`src/rtl/conv_pkg.sv`:
```
// conv_pkg: shared types and sizes for the conv_arbiter slice.
//   conv_state_t : sequencer states (IDLE, CONV, RESP)
//   N_REQ        : number of requesters sharing the converter
//   CODE_W       : width of an input code
//   DATA_W       : width of a converted word
package conv_pkg;

  localparam int N_REQ  = 2;
  localparam int CODE_W = 3;
  localparam int DATA_W = 4;

  typedef enum logic [1:0] {
    IDLE = 2'd0,
    CONV = 2'd1,
    RESP = 2'd2
  } conv_state_t;

endpackage

```
`src/rtl/circuitocinco.sv`:
```
// circuitocinco: fixed 3-bit to 4-bit code converter (purely combinational).
//   code : input code {x2,x1,x0}
//   data : converted word {y3,y2,y1,y0}; y0 is always 1
// Map: 0->5, 1->3, 2->1, 3->1, 4->3, 5->5, 6->7, 7->9.
module circuitocinco
  import conv_pkg::*;
(
  input  logic [CODE_W-1:0] code,
  output logic [DATA_W-1:0] data
);

  always_comb begin
    data = 4'd5;
    case (code)
      3'd0: data = 4'd5;
      3'd1: data = 4'd3;
      3'd2: data = 4'd1;
      3'd3: data = 4'd1;
      3'd4: data = 4'd3;
      3'd5: data = 4'd5;
      3'd6: data = 4'd7;
      3'd7: data = 4'd9;
      default: data = 4'd5;
    endcase
  end

endmodule

```
`src/rtl/conv_arbiter.sv`:
```
// conv_arbiter: round-robin arbiter/sequencer sharing one circuitocinco
// converter between two requesters; result returned on a valid/ready channel
// tagged with the requester index.
//   clk, rst        : clock, synchronous active-high reset
//   req_valid/code  : per-requester request and 3-bit code
//   req_ready       : one-hot accept strobe (combinational, IDLE only)
//   rsp_valid/id/data/ready : response channel
//   busy            : high whenever the sequencer is not IDLE
//   gnt_cnt         : saturating per-requester grant counters
// Optional feature macro: CONV_STATS_EN enables gnt_cnt; otherwise it is 0.
module conv_arbiter
  import conv_pkg::*;
#(
  parameter int CNT_W = 8
) (
  input  logic                                clk,
  input  logic                                rst,
  input  logic [N_REQ-1:0]                    req_valid,
  input  logic [N_REQ-1:0][CODE_W-1:0]        req_code,
  output logic [N_REQ-1:0]                    req_ready,
  output logic                                rsp_valid,
  output logic                                rsp_id,
  output logic [DATA_W-1:0]                   rsp_data,
  input  logic                                rsp_ready,
  output logic                                busy,
  output logic [N_REQ-1:0][CNT_W-1:0]         gnt_cnt
);

  conv_state_t         state_reg, state_next;
  logic                rr_ptr_reg;
  logic [CODE_W-1:0]   code_q;
  logic                id_q;
  logic                winner;
  logic                accept;
  logic [DATA_W-1:0]   conv_data;

  circuitocinco u_conv (
    .code (code_q),
    .data (conv_data)
  );

  // With both valid the pointer decides; otherwise the single valid one wins.
  always_comb begin
    winner = (req_valid == 2'b11) ? rr_ptr_reg : req_valid[1];
  end

  always_comb begin
    state_next = state_reg;
    req_ready  = '0;
    accept     = 1'b0;
    case (state_reg)
      IDLE: begin
        if (|req_valid) begin
          req_ready[winner] = 1'b1;
          accept            = 1'b1;
          state_next        = CONV;
        end
      end
      CONV: state_next = RESP;
      RESP: if (rsp_ready) state_next = IDLE;
      default: state_next = IDLE;
    endcase
  end

  always_ff @(posedge clk) begin
    if (rst) begin
      state_reg  <= IDLE;
      rr_ptr_reg <= 1'b0;
      code_q     <= '0;
      id_q       <= 1'b0;
      rsp_valid  <= 1'b0;
      rsp_data   <= '0;
      rsp_id     <= 1'b0;
    end else begin
      state_reg <= state_next;
      if (accept) begin
        code_q     <= req_code[winner];
        id_q       <= winner;
        rr_ptr_reg <= ~winner;
      end
      if (state_reg == CONV) begin
        rsp_data  <= conv_data;
        rsp_id    <= id_q;
        rsp_valid <= 1'b1;
      end else if (state_reg == RESP && rsp_ready) begin
        rsp_valid <= 1'b0;
      end
    end
  end

  assign busy = (state_reg != IDLE);

`ifdef CONV_STATS_EN
  for (genvar gi = 0; gi < N_REQ; gi++) begin : g_cnt
    logic [CNT_W-1:0] cnt_reg;
    always_ff @(posedge clk) begin
      if (rst)
        cnt_reg <= '0;
      else if (req_valid[gi] && req_ready[gi] && (cnt_reg != {CNT_W{1'b1}}))
        cnt_reg <= cnt_reg + 1'b1;
    end
    assign gnt_cnt[gi] = cnt_reg;
  end
`else
  assign gnt_cnt = '0;
`endif

endmodule

```
`config.mk`:
```
export PLATFORM = sky130hd
export DESIGN_NAME = conv_arbiter
export DESIGN_NICKNAME = d
export VERILOG_FILES = /design/src/rtl/conv_pkg.sv /design/src/rtl/circuitocinco.sv /design/src/rtl/conv_arbiter.sv
export SDC_FILE = /design/constraint.sdc
export NUM_CORES = 1
export LEC_CHECK = 0
export ABC_AREA = 1
export CAP_MARGIN = 20
export CORE_ASPECT_RATIO = 0.7
export CORE_MARGIN = 1.5
export CORE_UTILIZATION = 35
export DETAILED_ROUTE_END_ITERATION = 16
export PLACE_DENSITY = 0.85
export SYNTH_ARGS = -nofsm -noshare
export SYNTH_HDL_FRONTEND = slang
export SYNTH_SLANG_ARGS = --single-unit
```
`constraint.sdc`:
```
create_clock -name clk -period 1 [get_ports clk]
set_input_delay 0.3 -clock clk [delete_from_list [all_inputs] [get_ports clk]]
set_output_delay 0.3 -clock clk [all_outputs]
set_load 0.005 [all_outputs]
```
### Word level (Yosys, flattened, before mapping)

Memories as Yosys holds them, arrays and structs flattened. A register that Yosys moved wholly into a read port is not among the register bits.
Cells that the tools add are included.

* bits of input ports: 11
* output and inout port bits: 25
* register bits: 13
* logic and storage cells: 37
* memories: 1
* ROM bits: 24

* mux-type cells: 14
* bitwise gates (word level): 1
* magnitude comparators: 2
* eq/ne operators: 5
* reduce and logical (&&, ||, !) cells: 7

Memory list
* (name not given): words 8, bits a word 3, rd ports 1, clocked after memory_dff 1, wr ports 0, RTL line circuitocinco.sv:14 `case (code)`

Operators by type and width (number)
* two-way mux 2 bit: 4
* two-way mux 1 bit: 6
* two-way mux 3 bit: 2
* case mux 2 bit (3 select lines): 1
* == test 2 bit (second input constant): 2
* != test 2 bit (second input constant): 2
* nonzero test 2 bit: 2
* == test 2 x 1 -> 1 bit (second input constant): 1
* logical AND 1 bit: 2
* logical NOT 2 bit: 1
* < comparator 1 x 2 -> 1 bit (second input constant): 1
* AND reduction 2 bit: 1
* OR reduction 2 bit: 1
* demux 1 bit (select 1 bit): 1
* >= comparator 1 bit (second input constant): 1
* NOT 1 bit: 1

### Depth between registers and ports, before layout

Gate-level depths: netlist of run 1.

* depth after elaboration: 8
* gate-level depth with buffers: 6
* mapped depth without buffers: 6

### Modules after synthesis

A second synthesis of run 1 with hierarchy kept.

* cell total of the unflattened synthesis: 110
* area total of the unflattened synthesis: 777.0 µm²

By module, submodules not included
* conv_arbiter: seq. area each 260.2 µm², times used 1, cells an instance 94, area an instance 686.9 µm²
* circuitocinco: seq. area each 0.0 µm², times used 1, cells an instance 16, area an instance 90.1 µm²

### Worst setup path after synthesis of run 1

Ideal clock, no wire load.

* path kind: input port to output port
* start point: input port req_valid[1]
* end point: output port req_ready[0]
* stages on the path: 4
* slack: -57 ps
* data required time: 700 ps
* arrival time: 757 ps
* cell sequence: buf_6 -> a21oi_1 -> nand2_1 -> inv_1

* longest elaborated chain between the ends: 8
* elaborated cells between the ends (all ways): 10

RTL lines
* start, declared: RTL line conv_arbiter.sv:18 `input logic [N_REQ-1:0] req_valid,`
* == test 2 bit: RTL line conv_arbiter.sv:44 `winner = (req_valid == 2'b11) ? rr_ptr_reg : req_valid[1];`
* two-way mux 1 bit: RTL line conv_arbiter.sv:44
* < comparator 1 x 2 -> 1 bit (not written as such) or >= comparator 1 bit (tied branches): RTL line conv_arbiter.sv:54 `req_ready[winner] = 1'b1;`
* logical AND 1 bit (not written as such): RTL line conv_arbiter.sv:54
* two-way mux 1 bit (not written as such): RTL line conv_arbiter.sv:54
* demux 1 bit (select 1 bit): RTL line conv_arbiter.sv:54
* two-way mux 2 bit *: RTL line conv_arbiter.sv:53 `if (|req_valid) begin`
* two-way mux 2 bit *: RTL line conv_arbiter.sv:51 `case (state_reg)`
* end, declared: RTL line conv_arbiter.sv:20 `output logic [N_REQ-1:0] req_ready,`

Every way passes the cells marked *; elsewhere a longest branch is shown, timed or not.

### Worst setup path in the final report of run 1

* start point: register state_reg[1]
* end point: output port req_ready[1]

* longest elaborated chain between the ends: 2

RTL lines
* start, declared: RTL line conv_arbiter.sv:29 `conv_state_t state_reg, state_next;`
* start signal, assigned: RTL line conv_arbiter.sv:75 `state_reg <= state_next;`
* logical NOT 2 bit: RTL line conv_arbiter.sv:51
* two-way mux 2 bit: RTL line conv_arbiter.sv:51

No other way between the ends.

==> flow_summary_export.csv, run 1 <==
group,metric,value,unit
clock_tree,cts_tree,"done",
clock_tree,holdBufCountCts,0,
sta,final_max_slew_viol_count,0,
logic_synthesis,synthMuxAreaShare,0,%
routing,vias_per_cell,4.61,
sta,finalCriticalPeriod,1.43,ns
final_layout,fillers,164,
logic_synthesis,avgSynthCellArea,7.41,um^2
routing,ant_nets,0,
clock_tree,cts_made_buffers,3,
global_routing,grt.overflow.total,0,
routing,dr_wl_met2,1.09,mm
floorplanning,start_util,38.7,%
floorplanning,core_area,0.00194,mm^2
sta,setup_viol,14,
setup_path,crit_type,"flip-flop to primary output",
final_layout,drive_gt1_share,44.5,%
logic_synthesis,synth_fa_ha_area_share,5.02,%
global_routing,grtUsageTotal,17.9,%
setup_path,required,0.70,ns
routing,route.vias.total,775,
setup_path,worstPathArrival,1.13,ns
job,timing.max_cap.violations,0,
power,power_density,1260,mW/mm^2
logic_synthesis,synth-simple-area-share,23.1,%
routing,drc,4,
global_routing,grt_pass1_wl,3.28,mm
logic_synthesis,synth_top_area_cell,"dfxtp_1",
routing,drtIter0Drc,34,
clock_tree,clock_latency,0.27,ns
global_routing,grt_max_degree,9,
power,pwr-share-seq,41.6,%
power,clock_power_share,21.4,%
logic_synthesis,synth_xor_area_share,0,%
routing,wl,2.06,mm
setup_path,worstPathMaxFanout,4,
sta,rsz0062_at_grt,"yes",
floorplanning,die_area,0.00243,mm^2
placement,dp_slack,-0.958,ns
final_layout,fin_nets,161,
logic_synthesis,post_synth_main_area_contributors,"dfxtp_1 35%, buf_4 17%, nand2_1 7.5%, a21oi_1 7.4%, inv_1 7.0%",
sta,setup_ws,-0.433,ns
worst_hold_path,hold_class,"flip-flop to flip-flop",
routing,dr.pass1.iters,12,
sta,hold_violations,0,
setup_path,crit_chain,"nor2_4, nand3_2, buf_6, inv_2, buf_2",
setup_path,critPathSlowestCell,"dfxtp_2",
power,ir_drop,0.568,mV
outcome,violations,"design-rule violations, negative setup slack",
logic_synthesis,synth_top_family_by_area,"buffers and inverters",
floorplanning,die_h,41.7,um
placement,port_buffers,19,
power,p_sw,0.441,mW
routing,wl_per_cell,12.3,um
logic_synthesis,synth_seq_cells,13,
power,swShare,30.3,%
global_routing,grt_pass1_vias,770,
logic_synthesis,synth_compound_area_share,10.5,%
final_layout,largest_register_ffs,4,
global_routing,antenna_found_initial,0,
final_layout,antenna_cells,0,
clock_tree,htree_levels,1,
power,power_frac_comb,37.0,%
floorplanning,die_w,58.3,um
logic_synthesis,synth_cell_types,17,
logic_synthesis,ys_warn_count,0,
placement,dpl.hpwl,1.36,mm
floorplanning,io_pins,36,
routing,met3_length,118,um
setup_path,start_kind,"flip-flop",
clock_tree,clock_path_buffers,2,
placement,place_congestion,0.815,
setup_path,cpPeakStageDelay,0.34,ns
logic_synthesis,synth_top_area_share,34.8,%
floorplanning,rows,13,
sta,clock.fmax,698,MHz
final_layout,fin_util,59.8,%
final_layout,area_growth,54.7,%
sta,fin_crit_sh,143,%
sta,skew,0.00151,ns
clock_tree,cts-root-buf,"clkbuf_4",
outcome,status,"complete, but fails checks",
logic_synthesis,yosysSeqAreaShare,34.8,%
logic_synthesis,synth_cells,101,
setup_path,cp-end-kind,"primary output",
power,p_int,1.02,mW
routing,met1_length,810,um
routing,top_layer,"met4",
logic_synthesis,netlist_area,748,um^2
clock_tree,clk_pin_slew,0.07,ns
clock_tree,clock-sinks,13,
power,leakage,0.587,nW
==> cell usage after synthesis <==
master and instances:
nand3_1 9, nand2_1 15, nand4_1 2, nand3b_1 1, o21ai_2 1, o21ai_0 3
dfxtp_1 13, buf_6 1, inv_2 1, nor2_4 2, ha_1 3, buf_4 17
nor2_2 1, a21oi_1 11, conb_1 1, inv_1 14, nor2_1 6
==> worst max-delay path, delay by kind of cell (launching register included) <==
| family | cells | cell delay [ns] |
|---|---|---|
| DFF | 1 | 0.34 |
| and+or+nand+nor | 2 | 0.28 |
| buffers and inverters | 3 | 0.25 |
==> logic make-up (layout without fill, tap and decap cells) <==
logic type,Yosys count,count (layout)
other cells,1,16
flops,13,13
compound gates,15,15
fa+ha+maj,3,3
simple gates,36,36
buf+inv,33,63
==> final cells by class <==
cell class	count	area [um^2]	share of cell area, %
Clock buffer	4	26.3	2.27
Sequential cell	13	275	23.8
Timing Repair Buffer	44	378	32.6
Inverter	15	58.8	5.08
Multi-Input combinational cell	70	392	33.8
Tap cell	22	27.5	2.38
==> per-stage QoR <==
step	hold slack [ns]	area [um^2]	instances	TNS [ns]	total power, mW
2_1_floorplan	0.439	810	116	-0.00248	0.832
3_3_place_gp	0.454	986	152	-6.19	0.981
3_5_place_dp	0.461	986	152	-6.76	0.999
4_1_cts	0.468	1110	167	-2.29	1.40
5_1_grt	0.491	1160	168	-2.80	1.55
6_report	0.467	1160	168	-2.13	1.46
==> power by group through the flow <==
stage	combinational (mW)	clock [mW]	sequential [mW]
finish	0.539	0.312	0.605
global route	0.585	0.350	0.612
floorplan	0.220	0	0.611
detailed placement	0.388	0	0.611
global placement	0.373	0	0.608
CTS	0.467	0.327	0.604
==> path summary, 6_finish.rpt <==
| kind | startpoint | to | slack (ns) | cells past startpoint |
|---|---|---|---|---|
| max | state_reg[1] | req_ready[1] | -0.43 | 5 |
| min reg2reg | rsp_data[3] | rsp_data[3] | 0.47 | 2 |
| max reg2reg | state_reg[1] | id_q | -0.35 | 8 |
| min | rsp_data[3] | rsp_data[3] | 0.47 | 2 |
==> metal layers <==
metal  vias to the layer above  GRT usage (%)
met3                         4           6.23
met4                         0           7.44
met2                        29           33.3
met5                         -              0
li1                        374              -
met1                       368           17.7
==> timing repair <==
| item | CTS | global route |
|---|---|---|
| resized for setup | 62 | 16 |
| buffers inserted | 18 | 5 |
| pin swaps | 10 | 12 |
| setup endpoints to repair | 17 | 18 |
==> placed cells by master (no fill, tap or decap) <==
master	instances
nand3_1	7
nand3b_1	1
nand3_2	2
nor2_1	6
buf_2	8
nor2_4	3
clkdlybuf4s50_1	8
a21oi_1	7
buf_6	12
dfxtp_4	1
clkbuf_1	1
conb_1	16
clkbuf_4	3
dlygate4sd2_1	2
o21ai_1	1
o21ai_0	2
inv_1	9
inv_4	1
a21oi_2	4
buf_4	14
nand4_1	2
dfxtp_1	3
nand2_2	2
inv_2	5
o21ai_4	1
nand2_1	13
ha_1	3
dfxtp_2	9
Power figures use the tool's default switching activity.
==> inputs of run 2 (changes only) <==
--- a/config.mk
+++ b/config.mk
@@ -6,7 +6,7 @@
 export NUM_CORES = 1
 export LEC_CHECK = 0
 export ABC_AREA = 1
-export CAP_MARGIN = 20
+export CAP_MARGIN = 30
 export CORE_ASPECT_RATIO = 0.7
 export CORE_MARGIN = 1.5
 export CORE_UTILIZATION = 35
==> constraint.sdc (replaced) <==
create_clock -name clk -period 1 [get_ports clk]
set_input_delay 0.15 -clock clk [delete_from_list [all_inputs] [get_ports clk]]
set_output_delay 0.15 -clock clk [all_outputs]
set_load 0.005 [all_outputs]
==> flow_summary_export.csv, run 2 (synthesis gave the netlist of run 1 again) <==
group,metric,value,unit
outcome,status,"complete, but fails checks",
outcome,violations,"design-rule violations, negative setup slack",
setup_path,cp-endpoint,"req_ready[0]",
power,power,1.48,mW
setup_path,worstPathMaxFanout,2,
final_layout,drive_gt1_share,42.4,%
power,ir_drop,1.02,mV
clock_tree,clock-sinks,13,
global_routing,grt_pass1_vias,753,
power,power_density,1260,mW/mm^2
setup_path,cp-end-kind,"primary output",
final_layout,antenna_cells,0,
sta,hold_violations,0,
global_routing,grt_pass1_wl,3.33,mm
placement,postPlaceCellArea,973,um^2
final_layout,final-instance-count-excl-fill,166,
sta,setup_tns,-1.47,ns
clock_tree,htree_levels,1,
sta,rsz0062_at_grt,"yes",
global_routing,grt.overflow.total,0,
final_layout,largest_register_ffs,4,
sta,whs,0.478,ns
setup_path,r2r_setup_slack,-0.18,ns
routing,ant_nets,0,
setup_path,start_kind,"flip-flop",
clock_tree,clock_latency,0.28,ns
floorplanning,io_pins,36,
setup_path,r2r_start,"state_reg[0]",
sta,clock.fmax,790,MHz
worst_hold_path,holdPathStages,2,
setup_path,crit_type,"flip-flop to primary output",
placement,dpl.hpwl,1.26,mm
sta,setup_ws,-0.266,ns
routing,drc,3,
job,timing.max_cap.violations,0,
global_routing,grt_max_degree,9,
floorplanning,core_area,0.00194,mm^2
setup_path,crit_path_start,"rr_ptr_reg",
final_layout,final_area,0.00117,mm^2
worst_hold_path,hold_class,"flip-flop to flip-flop",
placement,place_congestion,0.848,
setup_path,crit_top_cell,"buf_6",
final_layout,fin_util,60.6,%
clock_tree,cts_tree,"done",
routing,drtIter0Drc,26,
final_layout,fin_nets,159,
floorplanning,die_h,41.7,um
setup_path,worstRegToRegCells,7,
setup_path,crit_chain,"buf_6, a21oi_4, nand2_4, inv_2, buf_6",
sta,setup_viol,8,
setup_path,required,0.85,ns
setup_path,critPathSlowestCell,"dfxtp_2",
final_layout,area_growth,56.7,%
routing,vias_per_cell,4.63,
clock_tree,clk_pin_slew,0.08,ns
final_layout,final_cell_mix,"16 x conb_1, 15 x buf_4, 12 x nand2_1",
routing,dr.pass1.iters,13,
placement,port_buffers,19,
final_layout,final_common_cell,"conb_1",
routing,wl_per_cell,12.2,um
clock_tree,holdBufCountCts,0,
floorplanning,start_util,38.7,%
placement,dp.cells,151,
placement,dp_slack,-0.718,ns
routing,wl,2.03,mm
setup_path,cpPeakStageDelay,0.34,ns
sta,skew,0.00296,ns
setup_path,worstPathArrival,1.12,ns
floorplanning,die_area,0.00243,mm^2
sta,final_max_slew_viol_count,0,
setup_path,worstReg2RegEnd,"rr_ptr_reg",
clock_tree,clock_path_buffers,2,
global_routing,antenna_found_initial,0,
worst_hold_path,hold_start,"rsp_data[3]",
floorplanning,die_w,58.3,um
power,leakage,0.574,nW
sta,finalCriticalPeriod,1.27,ns
routing,route.vias.total,768,
floorplanning,rows,13,
clock_tree,cts_made_buffers,3,
global_routing,grtUsageTotal,18.0,%
sta,fin_crit_sh,127,%
clock_tree,cts-root-buf,"clkbuf_4",
run 2: timing repair:
action,4_1_cts,5_1_grt
setup buffers,14,3
resized for setup,53,19
hold endpoints to repair,0,0
endpoints found under the setup margin,17,18
pin swaps,5,10
run 2: how the worst min path moves through the flow:
stage	to	slack, ns
6_report	rsp_data[3]	0.48
5_1_grt	id_q	0.48
4_1_cts	id_q	0.45
3_5_place_dp	id_q	0.46
3_3_place_gp	id_q	0.45
2_1_floorplan	state_reg[0]	0.32
run 2: cell type report:
cell class                 instances  area, um^2
fill                             172         763
multi-input combinational         70         415
timing repair buffer              42         373
sequential                        13         272
inverter                          15        58.8
tap                               22        27.5
clock buffer                       4        26.3
run 2: per-layer routing:
metal,routed length (um),up-vias,GRT usage [%]
li1,-,373,-
met1,830,369,20.5
met2,1090,26,31.7
met3,107,0,6.54
met4,0,0,4.19
met5,0,-,0
run 2: worst max-delay path, delay by kind of cell (launching register included):
family	cells	cell delay (ns)
buffers and inverters	3	0.27
AO/OA/AOI/OAI	1	0.15
AND/OR/NAND/NOR	1	0.07
flip-flops	1	0.34
run 2: power by group:
group | switching, mW | internal [mW] | total, mW
combinational | 0.253 | 0.289 | 0.541
clock | 0.177 | 0.155 | 0.331
sequential | 0.0354 | 0.571 | 0.607
==> inputs of run 3 (changes only) <==
--- a/config.mk
+++ b/config.mk
@@ -7,9 +7,11 @@
 export LEC_CHECK = 0
 export ABC_AREA = 1
 export CAP_MARGIN = 30
+export CELL_PAD_IN_SITES_DETAIL_PLACEMENT = 0
+export CELL_PAD_IN_SITES_GLOBAL_PLACEMENT = 1
 export CORE_ASPECT_RATIO = 0.7
 export CORE_MARGIN = 1.5
-export CORE_UTILIZATION = 35
+export CORE_UTILIZATION = 24
 export DETAILED_ROUTE_END_ITERATION = 16
 export PLACE_DENSITY = 0.85
 export SYNTH_ARGS = -nofsm -noshare
==> flow_summary_export.csv, run 3 (synthesis gave the netlist of run 1 again) <==
group,metric,value,unit
routing,wl_per_cell,9.83,um
placement,dp.cells,166,
final_layout,final_area,0.00110,mm^2
setup_path,critPathSlowestCell,"dfxtp_2",
outcome,violations,"negative setup slack",
placement,postPlaceCellArea,998,um^2
global_routing,grt_pass1_vias,642,
clock_tree,cts_made_buffers,3,
final_layout,multi_input_area,379,um^2
worst_hold_path,hold_class,"input port to flip-flop",
setup_path,cpPeakStageDelay,0.33,ns
floorplanning,die_area,0.00347,mm^2
setup_path,crit_type,"flip-flop to primary output",
clock_tree,clk_pin_slew,0.06,ns
sta,fin_crit_sh,113,%
power,ir_drop,0.425,mV
global_routing,grt_max_degree,9,
job,timing.max_cap.violations,0,
floorplanning,die_h,49.7,um
setup_path,required,0.85,ns
final_layout,drive_gt1_share,28.5,%
floorplanning,io_pins,36,
floorplanning,rows,16,
final_layout,antenna_cells,0,
floorplanning,die_w,69.7,um
setup_path,worstPathArrival,0.98,ns
placement,port_buffers,19,
final_layout,largest_register_ffs,4,
clock_tree,holdBufCountCts,0,
setup_path,crit_chain,"nor2_4, buf_6, inv_2, buf_2",
sta,clock.fmax,885,MHz
setup_path,critical-path-top-delay-family,"flip-flops",
sta,setup_ws,-0.130,ns
clock_tree,htree_levels,1,
routing,wl,1.70,mm
clock_tree,clock-sinks,13,
sta,skew,0.000750,ns
setup_path,crit_buf_inv,3,
sta,whs,0.434,ns
final_layout,final_common_cell,"conb_1",
sta,rsz0062_at_grt,"yes",
global_routing,antenna_found_initial,0,
final_layout,fin_nets,152,
global_routing,grtUsageTotal,10.9,%
sta,final_max_slew_viol_count,0,
final_layout,seq_area,265,um^2
sta,hold_violations,0,
outcome,status,"complete, but fails checks",
floorplanning,start_util,26.0,%
clock_tree,clock_path_buffers,2,
clock_tree,cts-root-buf,"clkbuf_8",
sta,setup_viol,9,
setup_path,cp.depth,4,
routing,route.vias.total,703,
routing,dr.pass1.iters,3,
placement,dp_slack,-0.616,ns
floorplanning,core_area,0.00288,mm^2
final_layout,final-instance-count-excl-fill,173,
setup_path,start_kind,"flip-flop",
clock_tree,clock_latency,0.24,ns
routing,ant_nets,0,
routing,vias_per_cell,4.06,
final_layout,fillers,308,
setup_path,cp-end-kind,"primary output",
final_layout,final_cell_mix,"16 x conb_1, 14 x nand2_1, 12 x inv_1",
routing,drc,0,
placement,dpl.hpwl,1.25,mm
clock_tree,cts_tree,"done",
setup_path,worstRegToRegCells,8,
worst_hold_path,holdPathStages,4,
final_layout,area_growth,47.5,%
global_routing,grt_pass1_wl,2.83,mm
power,leakage,0.551,nW
setup_path,worstPathMaxFanout,3,
global_routing,grt.overflow.total,0,
sta,finalCriticalPeriod,1.13,ns
routing,drtIter0Drc,22,
power,power_density,1370,mW/mm^2
placement,place_congestion,0.825,
[run 3: cell types whose count changed in the layout (fill, tap and decap cells not counted), sizes merged]
| cell | before | now |
|---|---|---|
| clkbuf | 7 | 4 |
| clkdlybuf4s15 | 3 | 1 |
| dlygate4sd2 | 2 | 7 |
| buf | 26 | 19 |
[run 3: metal layers]
metal,routed length [um],global-route usage (%)
met3,102,5.52
met2,822,17.8
met1,759,12.3
met5,0,0
met4,15,3.85
[run 3: report_power, final]
group / leakage [nW] / switching (mW) / internal, mW
clock network: 0.0228 / 0.200 / 0.282
registers: 0.108 / 0.0332 / 0.569
logic: 0.420 / 0.204 / 0.225
[run 3: worst paths after layout]
check	start	end	slack, ns
worst min-delay path	req_valid[1]	rr_ptr_reg	0.43
worst max register to register	state_reg[0]	code_q[1]	-0.11
worst min register to register	rsp_data[0]	rsp_data[0]	0.46
worst max-delay path	state_reg[0]	busy	-0.13
[run 3: final cells by class]
class                      count  area share [%]
inverter                      15            5.10
timing repair buffer          35            28.3
sequential                    13            24.0
tap                           36            4.08
multi-input combinational     70            34.4
clock buffer                   4            4.08
[run 3: metrics by stage]
step	util (%)	setup TNS (ns)	total power, mW
after floorplan	-	0	0.829
after global placement	34.6	-3.41	0.985
after detailed placement	34.6	-3.57	0.997
after CTS	37.3	-0.816	1.50
after global routing	38.3	-1.32	1.60
final	38.3	-0.682	1.51
[run 3: tightest hold or removal path, delay by kind of cell]
kind / cells / cell delay, ns
buffers and inverters: 1 / 0.27
AND/OR/NAND/NOR: 1 / 0.07
AO/OA/AOI/OAI: 2 / 0.14
[run 3: timing repair]
action,CTS,global route
pin swaps,7,4
setup buffers,3,1
resized for setup,35,7
endpoints found under the setup margin,18,14
